File: config.mk
export PLATFORM = sky130hd
export DESIGN_NAME = instr_encoder
export DESIGN_NICKNAME = d
export VERILOG_FILES = /design/src/rtl/rv_isa_pkg.sv /design/src/rtl/instr_fifo2.sv /design/src/rtl/instr_encoder.sv
export SDC_FILE = /design/constraint.sdc
export NUM_CORES = 1
export LEC_CHECK = 0
export CAP_MARGIN = 10
export CORE_UTILIZATION = 41
export CTS_CLUSTER_SIZE = 14
export DETAILED_ROUTE_END_ITERATION = 16
export PLACE_DENSITY = 0.77
export SLEW_MARGIN = 20
export SYNTH_ARGS = -nofsm -noshare
export SYNTH_HDL_FRONTEND = slang
export SYNTH_SLANG_ARGS = --single-unit
File: constraint.sdc
create_clock -name clk -period 2.2 [get_ports clk]
set_input_delay 0.44 -clock clk [delete_from_list [all_inputs] [get_ports clk]]
set_output_delay 0.44 -clock clk [all_outputs]
set_load 0.02 [all_outputs]
File: src/rtl/rv_isa_pkg.sv
// Shared RISC-V ISA definitions for the instruction encoder and the immediate generator.
// The immediate-bit-position function is the single source of truth for the immediate layout.
package rv_isa_pkg;

  typedef enum logic [1:0] {
    FMT_I   = 2'b00,
    FMT_S   = 2'b01,
    FMT_BAD = 2'b10,
    FMT_SB  = 2'b11
  } fmt_e;

  typedef enum logic [1:0] {
    FIFO_EMPTY = 2'b00,
    FIFO_ONE   = 2'b01,
    FIFO_FULL  = 2'b10
  } fifo_state_e;

  localparam logic [6:0] OP_LD   = 7'b0000011;
  localparam logic [6:0] OP_SD   = 7'b0100011;
  localparam logic [6:0] OP_ADDI = 7'b0010011;
  localparam logic [6:0] OP_BEQ  = 7'b1100011;

  localparam int IMM_NONE = -1;

  // Returns the immediate bit carried at instruction bit bit_idx, or IMM_NONE.
  function automatic int imm_bit_pos(input fmt_e fmt, input int bit_idx);
    int pos;
    pos = IMM_NONE;
    case (fmt)
      FMT_I: begin
        if (bit_idx >= 20 && bit_idx <= 31) pos = bit_idx - 20;
      end
      FMT_S: begin
        if (bit_idx >= 25 && bit_idx <= 31) pos = bit_idx - 20;
        else if (bit_idx >= 7 && bit_idx <= 11) pos = bit_idx - 7;
      end
      FMT_SB: begin
        if (bit_idx == 31) pos = 11;
        else if (bit_idx == 7) pos = 10;
        else if (bit_idx >= 25 && bit_idx <= 30) pos = bit_idx - 21;
        else if (bit_idx >= 8 && bit_idx <= 11) pos = bit_idx - 8;
      end
      default: pos = IMM_NONE;
    endcase
    return pos;
  endfunction

endpackage

File: src/rtl/instr_fifo2.sv
// Two-entry output buffer with EMPTY/ONE/FULL state; head entry is a register so the
// visible word is registered and holds steady under backpressure.
module instr_fifo2
  import rv_isa_pkg::*;
#(
  parameter int W = 33
) (
  input  logic         clk,
  input  logic         reset_n,
  input  logic         push,
  input  logic [W-1:0] push_data,
  input  logic         pop,
  output logic [W-1:0] head_data,
  output logic         head_valid,
  output logic         not_full
);

  fifo_state_e  state_reg, state_next;
  logic [W-1:0] head_reg, head_next;
  logic [W-1:0] tail_reg, tail_next;

  always_ff @(posedge clk or negedge reset_n) begin
    if (!reset_n) begin
      state_reg <= FIFO_EMPTY;
      head_reg  <= '0;
      tail_reg  <= '0;
    end else begin
      state_reg <= state_next;
      head_reg  <= head_next;
      tail_reg  <= tail_next;
    end
  end

  always_comb begin
    state_next = state_reg;
    head_next  = head_reg;
    tail_next  = tail_reg;
    case (state_reg)
      FIFO_EMPTY: begin
        if (push) begin
          head_next  = push_data;
          state_next = FIFO_ONE;
        end
      end
      FIFO_ONE: begin
        // Accept and transfer together replace the head directly, so no bubble appears.
        if (push && pop) begin
          head_next = push_data;
        end else if (push) begin
          tail_next  = push_data;
          state_next = FIFO_FULL;
        end else if (pop) begin
          state_next = FIFO_EMPTY;
        end
      end
      FIFO_FULL: begin
        if (pop) begin
          head_next  = tail_reg;
          state_next = FIFO_ONE;
        end
      end
      default: state_next = FIFO_EMPTY;
    endcase
  end

  assign head_data  = head_reg;
  assign head_valid = (state_reg != FIFO_EMPTY);
  assign not_full   = (state_reg != FIFO_FULL);

endmodule

File: src/rtl/instr_encoder.sv
// Packs decoded I/S/SB fields and a 64-bit immediate into a 32-bit RISC-V word, buffers
// it in a 2-entry FIFO and tracks the byte write address for the program loader.
module instr_encoder
  import rv_isa_pkg::*;
#(
  parameter int ADDR_W = 64
) (
  input  logic              clk,
  input  logic              reset_n,
  input  logic              in_valid,
  output logic              in_ready,
  input  logic [6:0]        opcode,
  input  logic [2:0]        funct3,
  input  logic [4:0]        rd,
  input  logic [4:0]        rs1,
  input  logic [4:0]        rs2,
  input  logic [63:0]       imm,
  input  logic              addr_load,
  input  logic [ADDR_W-1:0] addr_base,
  output logic              out_valid,
  input  logic              out_ready,
  output logic [31:0]       instr,
  output logic [ADDR_W-1:0] addr,
  output logic              err,
  output logic              err_sticky
);

  fmt_e        fmt;
  logic [31:0] imm_i, imm_s, imm_sb;
  logic [31:0] word;
  logic        fault, range_err;
  logic        push, pop, fifo_not_full;
  logic [32:0] head_data;
  logic [ADDR_W-1:0] addr_reg;
  logic        err_sticky_reg;

  assign fmt = fmt_e'(opcode[6:5]);

  // Immediate scatter per format, derived at elaboration from the shared bit map.
  for (genvar gi = 0; gi < 32; gi++) begin : g_bit
    localparam int PI = imm_bit_pos(FMT_I, gi);
    localparam int PS = imm_bit_pos(FMT_S, gi);
    localparam int PB = imm_bit_pos(FMT_SB, gi);
    if (PI >= 0) begin : g_i
      assign imm_i[gi] = imm[PI];
    end else begin : g_ni
      assign imm_i[gi] = 1'b0;
    end
    if (PS >= 0) begin : g_s
      assign imm_s[gi] = imm[PS];
    end else begin : g_ns
      assign imm_s[gi] = 1'b0;
    end
    if (PB >= 0) begin : g_b
      assign imm_sb[gi] = imm[PB];
    end else begin : g_nb
      assign imm_sb[gi] = 1'b0;
    end
  end

  // The immediate fits in 12 bits only when bits 63..11 are all copies of the sign.
  assign range_err = !((&imm[63:11]) || !(|imm[63:11]));

  always_comb begin
    word        = 32'h0;
    fault       = range_err;
    word[6:0]   = opcode;
    word[14:12] = funct3;
    word[19:15] = rs1;
    case (fmt)
      FMT_I: begin
        word[11:7] = rd;
        word       = word | imm_i;
      end
      FMT_S: begin
        word[24:20] = rs2;
        word        = word | imm_s;
      end
      FMT_SB: begin
        word[24:20] = rs2;
        word        = word | imm_sb;
      end
      default: begin
        word[24:20] = rs2;
        fault       = 1'b1;
      end
    endcase
  end

  assign push     = in_valid && in_ready;
  assign pop      = out_valid && out_ready;
  assign in_ready = reset_n && fifo_not_full;

  instr_fifo2 #(
    .W(33)
  ) u_fifo (
    .clk       (clk),
    .reset_n   (reset_n),
    .push      (push),
    .push_data ({fault, word}),
    .pop       (pop),
    .head_data (head_data),
    .head_valid(out_valid),
    .not_full  (fifo_not_full)
  );

  assign instr = head_data[31:0];
  assign err   = head_data[32];

  // A load overrides any same-cycle transfer, for both the address and the sticky flag.
  always_ff @(posedge clk or negedge reset_n) begin
    if (!reset_n) begin
      addr_reg       <= '0;
      err_sticky_reg <= 1'b0;
    end else if (addr_load) begin
      addr_reg       <= addr_base;
      err_sticky_reg <= 1'b0;
    end else if (pop) begin
      addr_reg <= addr_reg + ADDR_W'(4);
      if (err) err_sticky_reg <= 1'b1;
    end
  end

  assign addr       = addr_reg;
  assign err_sticky = err_sticky_reg;

endmodule
Word level (Yosys, flattened, before mapping). Index checks and enable logic that the tools add are counted.

Add/subtract/negate cells: 1. Equal/unequal tests: 10. Multiplexer cells: 19. Bitwise operators: 4. Reduce and logical (&&, ||, !) cells: 20.

Operators by type and width (count): $mux 64 (2); $mux 33 (3); $pmux 33 s3 (1); $add 64x3->64 const B (1); $or 25x32->32 (2); $pmux 20 s3 (1); $reduce_and 53->1 (1); $reduce_or 53->1 (1); $or 20x32->32 (1); $pmux 7 s3 (1); $pmux 5 s3 (1); $mux 2 (5); $reduce_and 4->1 (2); $ne 2x1->1 const B (3); $pmux 2 s3 (1); $reduce_bool 2->1 (3); $eq 2x1->1 const B (2); $eq 2x2->1 const B (2); $logic_and 1x1->1 (4); $logic_not 2->1 (2); $mux 1 (4); $ne 2x2->1 const B (2); $ne 3x1->1 const B (1); $reduce_and 3->1 (1); 6 further kinds (7).

Register bits: 133. Input bits: 158. Output and inout port bits: 100. Logic and storage cells: 59.

Longest topological paths before layout. Gate-level depths: netlist of the first run.

Word-level depth: 7. Gate-level depth with buffers: 8. Gate-level depth less buffers: 6.

Modules after synthesis. Synthesis of the first run repeated with hierarchy kept, for this count alone.

Cells, all modules: 748. Area total of the unflattened synthesis: 7753.7 um^2.

By module, submodules not included: instr_encoder (instances 1, cells an instance 557, area each 4488.1 um^2, sequential area each 1626.6 um^2); instr_fifo2 (instances 1, cells an instance 191, area each 3265.6 um^2, sequential area each 1701.6 um^2).

Least setup slack after synthesis of the first run. Ideal clock, no wire load.

Path kind: reg-to-reg. From: register addr_reg[11] (netlist: addr[11]). To: register addr_reg[59] (netlist: addr[59]). Setup time: 0.082 ns. Arrival: 2.501 ns. Required time: 2.118 ns. Setup slack: -0.383 ns. Stages on the path, launching flop included: 7. Buffers on the path: 1. Clock period less this slack: 2.583 ns. Path through: dfrtp_1 nand4_4 or4_4 or4_1 buf_2 or4_1 a31oi_1.

Cells in the longest elaborated chain, start to end: 3.

Ends and longest elaborated chain: start, declared (line instr_encoder.sv:34) `logic [ADDR_W-1:0] addr_reg;`; start signal, assigned (line instr_encoder.sv:116) `addr_reg <= addr_base;`; start signal, assigned (line instr_encoder.sv:119) `addr_reg <= addr_reg + ADDR_W'(4);`; $add 64x3->64 (line instr_encoder.sv:119); $mux 64 (line instr_encoder.sv:118) `end else if (pop) begin`; $mux 64 (line instr_encoder.sv:115) `end else if (addr_load) begin`.

No other way between the ends. The select of a mux whose other input is x is not followed. A chain may end at the register's enable or synchronous reset.

Worst setup path in the final report of the first run.
From: register addr_reg[18] (netlist: addr[18]). To: register addr_reg[61] (netlist: addr[61]).

The elaborated chain is that of the path after synthesis.

==> metrics.md, run 1 <==
| Metric | Value |
|---|---|
| Total Wirelength | `21800 um` |
| Via-to-Cell Ratio | `roughly 5.4` |
| Rel. slew slack | `37.9%` |
| Max-cap violations | `0` |
| Power density cells | `771 nW/um^2` |
| Crit path largest cell delay | `0.59 ns` |
| Run status | `finished, violations left` |
| CTS clk-pin slew, worst paths | `0.06 ns` |
| Worst clock skew | `0.00962 ns` |
| Post-Syn Area | `7040 um^2` |
| Most frequent cells in the layout | `clkdlybuf4s50_1, dfrtp_1, buf_4` |
| Drt first-iter violations | `356` |
| Syn-to-layout area delta | `58.1%` |
| Tightest Pin Transition | `0.931 ns` |
| # fillers | `1327` |
| DRC | `0` |
| Number of distinct library cells after synthesis | `43` |
| Final estimated routing congestion in global placement | `0.829` |
| Fin util | `66.7%` |
| Final hold violation count | `0` |
| Setup WS post-layout | `-0.120 ns` |
| Area contributors post-synth | `dfrtp_1, o21ai_0, nand2_1` |
| Leak | `between 4 and 5 nW` |
| Placed Area | `10400 um^2` |
| Total congestion overflow | `0` |
| Count of final setup violators | `14` |
| Worst setup EP type | `register` |
| Sequential-to-total area share from yosys stat | `47.3%` |
| Avg Inst Size Synth | `9.13 um^2` |
| H-tree levels | `4` |
| Die Area | `between 15000 and 20000 um^2` |
| Cts bufs inserted | `17` |
| Cell Chain, Critical Path | `nand4_1 > or4_4 > or4_4 > or4_1 > a31oi_1` |
| Critical path required time | `around 2.5 ns` |
| Commonest non-fill, non-tap cell in the layout | `clkdlybuf4s50_1` |
| Hold Path Class | `in -> async` |
| Die Height | `133 um` |
| Via count | `7089` |
| First-pass GRT wire length | `between 30000 and 40000 um` |
| DP Wirelength | `16100 um` |
| Data arrival, critical path | `2.66 ns` |
| Core area | `between 15000 and 20000 um^2` |
| Max reg flops | `64` |
| Post-DRT Antenna Nets | `0` |
| Row count | `47` |
| Pre-CTS WS | `-0.362 ns` |
| CTS Sinks | `133` |
| Max Fclk | `0.431 GHz` |
| Final period utilization | `105%` |
| Fin area | `11100 um^2` |
| Yosys top cell by area | `dfrtp_1` |
| CTS Root Buffer Type | `clkbuf_16` |
| Port Buffer Count | `257` |
| Failing checks | `negative setup slack` |
| Nets | `1245` |
| Crit-path max FO | `7` |
| FFs w/ async S/R, synth | `100%` |
| Worst IR drop on VDD | `0.545 mV` |
| Post-synth EDFFs | `0` |
| Layout cells sized above 1 | `16.5%` |
| YS warnings | `0` |
| Slew Viols, Final | `0` |
| Vias in the first global route | `7006` |
| Critical path startpoint category | `register` |
| Net Count, Synth | `930` |
| Clk_lat worst skew | `0.42 ns` |
| Mapped Cells | `~770` |
| Largest net degree at the start of global routing | `72` |
| Starting Density | `42.2%` |
| RSZ-0062 raised after global routing | `yes` |
| Drt pass-1 iters | `5` |
| Flops & latches, synth | `133` |
| Synth Flop Type | `dfrtp_1` |
| Top cell by count, worst path | `or4_4` |
| WS Path Type | `reg -> reg` |
| Die Width | `133 um` |
| I/O pin count | `approximately 260` |
| Top-area cell type share of the netlist area | `47.3%` |
| CTS tree | `built` |
| Cts-stage hold buffer count | `0` |
| Clock buffer depth | `2` |
| Total GRT Usage | `25.0%` |
| Clock period minus final worst setup slack | `2.32 ns` |
| DR WL/cell | `16.5 um` |
| CP max stage cell | `or4_4` |
| Initial antenna violation count | `1` |
[synthesized netlist by cell type (2+ instances only)]
cell type and n:
nor4_1 30, nor3_1 12, nor2b_1 11, and4_1 10
buf_2 4, dfrtp_1 133, inv_1 5, nor3b_1 2
and2_1 5, nand3_1 25, nand2b_1 3, nand2_1 79
and3_1 14, nor4b_1 3, a31oi_1 19, nor2_1 77
or4_1 8, xor2_1 14, mux2i_1 29, buf_1 7
clkbuf_1 38, nand4_1 35, o21ai_0 63, a22oi_1 2
a21oi_1 59, o31a_1 2, or3_1 12, o31ai_1 3
mux2_2 26, xnor2_1 28
[worst paths after layout]
| path | startpoint | endpoint | slack, ns | cells past startpoint |
|---|---|---|---|---|
| hold reg to reg | u_fifo.tail_reg[17]$_DFFE_PN0P_ | u_fifo.tail_reg[17]$_DFFE_PN0P_ | 0.50 | 1 |
| max in group asynchronous | reset_n | addr[24]$_DFFE_PN0P_ | 1.29 | 2 |
| min in group clk | u_fifo.tail_reg[17]$_DFFE_PN0P_ | u_fifo.tail_reg[17]$_DFFE_PN0P_ | 0.50 | 1 |
| setup reg to reg | addr[18]$_DFFE_PN0P_ | addr[61]$_DFFE_PN0P_ | -0.12 | 5 |
| setup / recovery | addr[18]$_DFFE_PN0P_ | addr[61]$_DFFE_PN0P_ | -0.12 | 5 |
| hold / removal | reset_n | u_fifo.tail_reg[3]$_DFFE_PN0P_ | 0.21 | 2 |
[worst max-delay path: cells and delay by family (launching register included)]
kind	cells	cell delay (ns)
compound gates	1	0.16
simple gates	4	1.71
flops	1	0.36
[final cells by class]
type	instances	area, um^2	area share, %
tap	220	275	2.47
sequential	133	3350	30.1
timing repair buffer	345	3310	29.7
inverter	5	18.8	0.169
clock buffer	19	443	3.98
multi-input combinational	584	3590	32.2
clock inverter	12	154	1.38
antenna	1	2.50	0.0225
[report_power, final]
part / internal [mW] / leakage [nW] / switching, mW
clock network: 1.81 / 0.286 / 1.08
logic: 1.26 / 2.68 / 1.15
registers: 2.97 / 1.53 / 0.319
[kinds of logic (layout without fill, tap and decap cells)]
group | Yosys count | after routing | share of synthesized area, %
compound gates | 155 | 155 | 12.0
xor+xnor | 42 | 42 | 5.22
fa+ha+maj | 1 | 1 | 0.178
buf+inv | 54 | 381 | 2.95
flops | 133 | 133 | 47.3
mux | 55 | 55 | 8.28
other cells | 0 | 1 | 0
simple gates | 331 | 331 | 24.1
[metal layers]
| metal | global-route usage, % | vias up | routed length, um |
|---|---|---|---|
| li1 | - | 3438 | - |
| met1 | 30.6 | 3370 | 9100 |
| met2 | 41.6 | 237 | 10700 |
| met3 | 6.78 | 44 | 1390 |
| met4 | 9.96 | 0 | 595 |
| met5 | 0 | - | 0 |
[repair_timing]
action / 4_1_cts / 5_1_grt
resized for setup: 7 / 9
setup buffers: 6 / 0
setup endpoints to repair: 19 / 22
pin swaps: 1 / 0
[through the flow]
step                instances  setup TNS [ns]  power [mW]  hold WS, ns
global route             1319           -1.69        9.01        0.278
CTS                      1318          -0.421        8.66        0.238
detailed placement       1281           -6.01        5.75        0.494
floorplan                 771           -1.28        4.42        0.144
finish                   1319          -0.612        8.59        0.210
global placement         1281           -4.47        5.67        0.484
Note: power is estimated with default switching activity, not from simulation.
==> run 2, diff against run 1 <==
Settings changed: CORE_ASPECT_RATIO from default to 0.8.
==> metrics.md, run 2 (synthesis gave the netlist of run 1 again) <==
| Metric | Value |
|---|---|
| Clock buffer depth | `2 (unchanged)` |
| Total GRT Usage | `25.1% (was 25.0%)` |
| Rel. slew slack | `41.2% (was 37.9%)` |
| Leak | `4.47 nW (was 4.49 nW)` |
| Total Wirelength | `22000 um (was 21800 um)` |
| First-pass GRT wire length | `34400 um (was 34800 um)` |
| I/O pin count | `258 (unchanged)` |
| Starting Density | `42.3% (was 42.2%)` |
| Count of final setup violators | `16 (was 14)` |
| Worst setup EP type | `register (unchanged)` |
| CTS clk-pin slew, worst paths | `0.06 ns (about the same)` |
| # fillers | `1380 (was 1327)` |
| Commonest non-fill, non-tap cell in the layout | `clkdlybuf4s50_1 (unchanged)` |
| Final estimated routing congestion in global placement | `0.802 (was 0.829)` |
| Slew Viols, Final | `0 (unchanged)` |
| Setup WS post-layout | `-0.163 ns (was -0.120 ns)` |
| CTS tree | `built (unchanged)` |
| Nets | `1239 (was 1245)` |
| RSZ-0062 raised after global routing | `yes (unchanged)` |
| Final hold violation count | `0 (unchanged)` |
| Run status | `finished, violations left (unchanged)` |
| Worst path bufs/invs | `0 (unchanged)` |
| Sw power | `2.65 mW (was 2.54 mW)` |
| Worst IR drop on VDD | `0.637 mV (was 0.545 mV)` |
| Tightest Pin Transition | `0.881 ns (was 0.931 ns)` |
| Via count | `7075 (was 7089)` |
| Switching part of the total | `30.4% (was 29.6%)` |
| Port Buffer Count | `257 (unchanged)` |
| Met1 Track Usage GR | `32.4% (was 30.6%)` |
| Largest net degree at the start of global routing | `70 (was 72)` |
| Post-DRT Antenna Nets | `0 (unchanged)` |
| Cell Chain, Critical Path | `nand4_4 > or4_4 > or4_4 > or4_4 > a31oi_4 (was nand4_1 > or4_4 > or4_4 > or4_1 > a31oi_1)` |
| WS Path Type | `reg -> reg (unchanged)` |
| Sequential Power Share | `37.9% (was 38.3%)` |
| Fin util | `66.6% (was 66.7%)` |
| Most frequent cells in the layout | `clkdlybuf4s50_1, dfrtp_1, nand2_1 (was clkdlybuf4s50_1, dfrtp_1, buf_4)` |
| CP max stage cell | `or4_4 (unchanged)` |
| Layout cells sized above 1 | `16.2% (was 16.5%)` |
| Syn-to-layout area delta | `57.6% (was 58.1%)` |
| Vias in the first global route | `6773 (was 7006)` |
| Crit path largest cell delay | `0.60 ns (was 0.59 ns)` |
| Die Height | `119 um (was 133 um)` |
| Row count | `42 (was 47)` |
| Via-to-Cell Ratio | `5.39 (was 5.37)` |
| Failing checks | `negative setup slack (unchanged)` |
| Worst clock skew | `0.00894 ns (was 0.00962 ns)` |
| Cts bufs inserted | `17 (unchanged)` |
| Total congestion overflow | `0 (unchanged)` |
| Ant. Diodes | `0 (was 1)` |
| Max-cap violations | `0 (unchanged)` |
| Crit-path max FO | `7 (unchanged)` |
| Top cell by count, worst path | `or4_4 (unchanged)` |
| DRC | `0 (unchanged)` |
| Power density cells | `784 nW/um^2 (was 771 nW/um^2)` |
| CTS Sinks | `133 (unchanged)` |
| Critical path required time | `2.54 ns (about the same)` |
| GRT Max-Usage Layer | `met2 (unchanged)` |
| Final period utilization | `107% (was 105%)` |
| Drt pass-1 iters | `5 (unchanged)` |
| Int Power | `6.05 mW (about the same)` |
| Combinational share of power | `27.8% (was 28.1%)` |
| Initial antenna violation count | `0 (was 1)` |
| Die Width | `149 um (was 133 um)` |
| DP Wirelength | `16400 um (was 16100 um)` |
| Critical path startpoint category | `register (unchanged)` |
| Worst path top cell family by delay | `simple AND/OR/NAND/NOR gates (unchanged)` |
| Clock share of power | `34.3% (was 33.5%)` |
| Clock period minus final worst setup slack | `2.36 ns (was 2.32 ns)` |
| Data arrival, critical path | `2.70 ns (was 2.66 ns)` |
| Max Fclk | `0.423 GHz (was 0.431 GHz)` |
| H-tree levels | `4 (unchanged)` |
| CTS Root Buffer Type | `clkbuf_16 (unchanged)` |
| Max reg flops | `64 (unchanged)` |
| Hold Path Class | `in -> async (unchanged)` |
| Core area | `16700 um^2 (about the same)` |
| Drt first-iter violations | `420 (was 356)` |
| Met2 global-route usage | `41.8% (was 41.6%)` |
| DR WL/cell | `16.8 um (was 16.5 um)` |
| Clk_lat worst skew | `0.42 ns (about the same)` |
| Pre-CTS WS | `-0.386 ns (was -0.362 ns)` |
| Met3 Usage GRT | `6.70% (was 6.78%)` |
| Die Area | `17700 um^2 (about the same)` |
## run 2: cell types whose count changed in the layout (fill, tap and decap cells not counted), moves of 2 or more
cell	previous run	this run
inv_6	2	7
nor4_2	7	5
clkinv_2	3	1
buf_12	6	4
nor4_1	23	25
buf_4	81	77
## run 2: worst paths after layout
path,start,to,slack [ns],cells past startpoint
min,reset_n,u_fifo.tail_reg[21]$_DFFE_PN0P_,0.38,2
min reg2reg,err_sticky$_DFFE_PN0P_,err_sticky$_DFFE_PN0P_,0.50,2
max reg2reg,addr[14]$_DFFE_PN0P_,addr[61]$_DFFE_PN0P_,-0.16,5
min in group clk,addr_load,addr[37]$_DFFE_PN0P_,0.38,3
max,addr[14]$_DFFE_PN0P_,addr[61]$_DFFE_PN0P_,-0.16,5
max in group asynchronous,reset_n,addr[23]$_DFFE_PN0P_,0.72,3
## run 2: per-layer routing
layer	vias to the layer above	part of all wire [%]
met4	0	1.0
met2	242	48
met1	3399	42
met5	-	0
li1	3415	-
met3	19	8.4
## run 2: repair_timing
item | CTS | global route
resized for setup | 4 | 11
buffers inserted | 4 | 0
hold buffers | 1 | 0
endpoints found under the hold margin | 1 | 0
pin swaps | 7 | 3
setup endpoints to repair | 20 | 22
## run 2: per-stage QoR
stage | TNS, ns | std cells | cell area [um^2] | hold slack, ns | total power [mW]
6_report | -1.20 | 1313 | 11100 | 0.379 | 8.70
5_1_grt | -2.59 | 1313 | 11100 | 0.366 | 9.13
4_1_cts | -0.814 | 1313 | 11000 | 0.362 | 8.77
3_5_place_dp | -7.02 | 1276 | 10400 | 0.232 | 5.75
3_3_place_gp | -4.60 | 1276 | 10400 | 0.233 | 5.67
2_1_floorplan | -1.28 | 771 | 7110 | 0.144 | 4.42
## run 2: layout make-up
class / count / area [um^2] / area share (%)
well taps: 220 / 275 / 2.48
repair buffers: 339 / 3230 / 29.1
inverters: 5 / 18.8 / 0.169
flip-flops and latches: 133 / 3350 / 30.2
multi-input cells: 584 / 3600 / 32.5
clock inverters: 15 / 191 / 1.72
clock buffers: 17 / 425 / 3.83
## run 2: power by group through the flow
stage	logic (mW)	registers (mW)	clock network (mW)
after floorplan	0.763	3.66	0
after global placement	2.37	3.31	0
after detailed placement	2.42	3.33	0
after CTS	2.43	3.29	3.04
after global routing	2.60	3.36	3.16
final	2.42	3.29	2.99
